### src/rtl/seq_detect_arb.sv
`timescale 1ns/1ps
`default_nettype none
// ============================================================================
// Module      : seq_detect_arb
// Description : Two-requester round-robin arbiter feeding an 8-bit frame,
//               MSB first, into a 4-bit overlapping pattern detector.
//               Counts matches per frame and flags end of frame.
// Revision    : 1.0 - initial release
// ============================================================================
module seq_detect_arb (
  input  logic       clk,
  input  logic       rst,          // asynchronous, active-low
  input  logic       cfg_load,
  input  logic [3:0] cfg_pattern,
  input  logic [1:0] req,
  input  logic [7:0] data0,
  input  logic [7:0] data1,
  output logic [1:0] gnt,
  output logic       ser_bit,
  output logic       out,
  output logic [2:0] match_cnt,
  output logic       done,
  output logic       busy
);

  typedef enum logic [1:0] {
    IDLE  = 2'd0,
    SHIFT = 2'd1,
    DONE  = 2'd2
  } state_t;

  state_t     state;
  logic [7:0] shift_reg;
  logic [3:0] history;
  logic [3:0] pattern;
  logic [2:0] bit_cnt;
  logic       last_gnt;     // index of the requester granted most recently

  logic       pick;         // requester index chosen for the next grant
  logic [3:0] history_next;
  logic       hit;

  // Serial bit is only meaningful while shifting; forced low otherwise.
  assign ser_bit = (state == SHIFT) ? shift_reg[7] : 1'b0;
  assign busy    = (state != IDLE);

  // Round-robin choice and match detection on the history after this edge.
  always_comb begin
    pick = 1'b0;
    if (req == 2'b11) begin
      pick = ~last_gnt;
    end else begin
      pick = req[1];
    end
    history_next = {history[2:0], ser_bit};
    // bit_cnt counts bits already consumed, so >= 3 means this edge takes the
    // 4th or later bit of the frame and the history is entirely in-frame.
    hit = (history_next == pattern) && (bit_cnt >= 3'd3);
  end

  // Frame FSM with all outputs and datapath registers updated together.
  always_ff @(posedge clk or negedge rst) begin
    if (!rst) begin
      state     <= IDLE;
      gnt       <= 2'b00;
      out       <= 1'b0;
      done      <= 1'b0;
      match_cnt <= 3'd0;
      history   <= 4'd0;
      bit_cnt   <= 3'd0;
      shift_reg <= 8'd0;
      pattern   <= 4'b1011;
      last_gnt  <= 1'b1;
    end else begin
      out  <= 1'b0;
      done <= 1'b0;
      case (state)
        IDLE: begin
          // A pattern loaded here is already in force for a frame granted
          // at the same edge, since matching only starts in SHIFT.
          if (cfg_load) begin
            pattern <= cfg_pattern;
          end
          if (|req) begin
            state     <= SHIFT;
            gnt       <= pick ? 2'b10 : 2'b01;
            last_gnt  <= pick;
            shift_reg <= pick ? data1 : data0;
            match_cnt <= 3'd0;
            history   <= 4'd0;
            bit_cnt   <= 3'd0;
          end
        end
        SHIFT: begin
          history   <= history_next;
          shift_reg <= {shift_reg[6:0], 1'b0};
          bit_cnt   <= bit_cnt + 3'd1;
          if (hit) begin
            out <= 1'b1;
            // At most five matches fit in a frame; the guard only keeps the
            // counter from ever wrapping.
            if (match_cnt != 3'd7) begin
              match_cnt <= match_cnt + 3'd1;
            end
          end
          if (bit_cnt == 3'd7) begin
            state <= DONE;
            done  <= 1'b1;
          end
        end
        DONE: begin
          state <= IDLE;
          gnt   <= 2'b00;
        end
        default: begin
          state <= IDLE;
          gnt   <= 2'b00;
        end
      endcase
    end
  end

endmodule
`default_nettype wire

### config.mk
export PLATFORM = sky130hd
export DESIGN_NAME = seq_detect_arb
export DESIGN_NICKNAME = d
export VERILOG_FILES = /design/src/rtl/seq_detect_arb.sv
export SDC_FILE = /design/constraint.sdc
export NUM_CORES = 1
export LEC_CHECK = 0
export CAP_MARGIN = 10
export CORE_MARGIN = 1.5
export CORE_UTILIZATION = 48
export DETAILED_ROUTE_END_ITERATION = 10
export PLACE_DENSITY = 0.85
export SLEW_MARGIN = 20
export SYNTH_ARGS = -nofsm -noshare
export SYNTH_HDL_FRONTEND = slang
export SYNTH_SLANG_ARGS = --single-unit
### constraint.sdc
create_clock -name clk -period 2.09 [get_ports clk]
set_input_delay 0.627 -clock clk [delete_from_list [all_inputs] [get_ports clk]]
set_output_delay 0.627 -clock clk [all_outputs]
set_load 0.1 [all_outputs]
==> flow_summary.ini <==
[outcome]
status = finished clean

[finish]
fillers = 175
largest_register_ffs = 8
final_common_cell = clkdlybuf4s50_1
antenna_cells = 0
area_growth_pct = 40.2
final_nets = 192
final_cell_mix = 24 x clkdlybuf4s50_1, 21 x dfrtp_1, 13 x o21ai_0
drive_gt1_frac = 0.224

[global_route]
grt_pass1_wl_mm = 5.06
track_usage = 0.207
grt_start_max_net_pins = 29
overflow = 0
grt_pass1_vias = 1156
grt_antenna_before_repair = 0

[die]
dieHeight_um = 55.9
pin_count = 34
core-area_um2 = 2570
start_util = 0.523
dieArea_um2 = 3120
fp-row-count = 18
die_x_um = 55.9

[synthesis]
syn_nets = 151
avgSynthCellArea_um2 = 11.1
syn-cell-area_um2 = 1340
synth_cell_types = 36
synth_edf_count = 0
yosysTopAreaCell = dfrtp_1
synthFlopType = dfrtp_1
yosysSeqAreaShare = 0.526
async_flop_share = 1.00
synth-seq-cells = 28
syn_inst = 121
ys_top_cells_by_area = dfrtp_1 45%, dfstp_2 7.8%, mux2i_1 5.2%, o21ai_0 4.8%, ha_1 4.7%
synth-warning-count = 0
synth_top_cell_area_share = 0.447

[clock_tree]
cts_buffer_depth = 2
cts_max_level = 1
hold_buffers = 0
clk_latency_ns = 0.33
clkSlewWorstSetupHoldPaths_ns = 0.16
cts_sinks = 28
cts_buffers = 3
cts_tree = yes
clockRootBuffer = clkbuf_4

[sta]
setup_tns_ns = 0
finalHoldViolCount = 0
max-slew-margin-rel = 0.738
skew_ns = 0.0177
slew_violations = 0
hold_slack_ns = 0.535
period_needed_ns = 2.01
fin_ws_ns = 0.0783
finalCritPeriodShare = 0.963
rsz0062_at_grt = false
finalSetupViolations = 0
max_freq_mhz = 497
tightest_slew_ns = 0.389

[drt]
vias = 1114
drt-total-wl_mm = 2.96
ant_nets = 0
detail_route.vias_per_cell = 5.83
wl_per_cell_um = 15.5
drc = 0
dr.first_iter.drc_count = 12
dr.pass1.iters = 4

[power_and_ir_drop]
powerDensity_nw_per_um2 = 1430
ir_drop_uv = 1480
p_leak_nw = 0.840
total_power_mw = 2.68

[critical_path]
crit_start = state[1]
reg2reg_from = bit_cnt[0]
critPathLaunchType = flop
end_kind = output pin
worstSetupPathType = reg -> out
path_cells = nor2_1 > inv_1 > buf_12
cp-endpoint = busy
reg2reg_slack_ns = 0.28
cp_slowest_cell = dfrtp_2
slowest_delay_ns = 0.49
r2r_end = match_cnt[0]
crit_fanout = 9
crit_required_ns = 1.46
reg2reg_depth = 6
cp.arrival_ns = 1.38

[placed_design]
portBuffers = 33
dp_slack_ns = -0.0983
gp_congestion = 0.772
dp.final_hpwl_mm = 2.22

[hold_path]
hold_path_class = reg -> reg

[job]
drv_cap = 0
power by group:
| part | total (mW) | switching, mW | internal (mW) |
|---|---|---|---|
| Clock | 0.262 | 0.156 | 0.107 |
| Sequential | 0.994 | 0.202 | 0.792 |
| Combinational | 1.43 | 0.821 | 0.605 |
| Total | 2.68 | 1.18 | 1.50 |
how the worst min path moves through the flow:
stage,startpoint,endpoint,slack [ns],depth (start not counted)
after floorplan,rst,bit_cnt[0],0.33,0
after global placement,shift_reg[2],shift_reg[2],0.49,2
after detailed placement,history[1],history[2],0.50,2
after CTS,history[1],history[2],0.54,2
after global routing,shift_reg[2],shift_reg[2],0.57,2
final,history[1],history[2],0.53,2
critical path, delay by kind of cell, from the launching register on:
family	cells	cell delay (ns)
buffers and inverters	2	0.31
DFF	1	0.49
and+or+nand+nor	1	0.25
synth_stat cells, drive strengths merged (2+ instances only):
library cell  count
dfrtp            24
o21ai            13
a22oi             7
mux2i             7
nand2             7
buf               5
ha                5
inv               5
nand3             5
and2              4
dfstp             4
mux2              4
a21oi             3
nand2b            3
xnor2             3
a32o              2
clkbuf            2
nor2              2
nor3              2
metal layers:
layer / GRT usage / share of wire / vias up
met2: 0.374 / 0.54 / 37
met4: 0.0782 / 0.019 / 0
met3: 0.0395 / 0.046 / 7
li1: - / - / 515
met1: 0.241 / 0.39 / 555
met5: 0 / 0 / -
layout make-up:
cell class / instances / area [um^2] / area share
clock buffers: 4 / 36.3 / 0.0193
inverters: 5 / 18.8 / 0.00997
multi-input cells: 81 / 584 / 0.311
flip-flops and latches: 28 / 709 / 0.377
well taps: 30 / 37.5 / 0.0199
repair buffers: 43 / 495 / 0.263
metrics by stage:
stage               instances  area [um^2]   util
global route              191         1880  0.733
detailed placement        184         1820  0.709
floorplan                 121         1350      -
finish                    191         1880  0.733
CTS                       188         1860  0.724
global placement          184         1820  0.709
kinds of logic after synthesis:
| family | count (synthesis) | synth area share |
|---|---|---|
| AO/OA/AOI/OAI | 33 | 0.164 |
| adder cells (fa/ha/maj) | 5 | 0.0466 |
| XOR/XNOR | 4 | 0.0261 |
| flip-flops | 28 | 0.526 |
| buffers and inverters | 12 | 0.0401 |
| AND/OR/NAND/NOR | 28 | 0.112 |
| multiplexers | 11 | 0.0857 |
repair_timing:
item	in CTS	in global routing
resized for setup	1	1
setup endpoints to repair	1	2
setup buffers	0	3
Note: power is estimated with default switching activity, not from simulation.
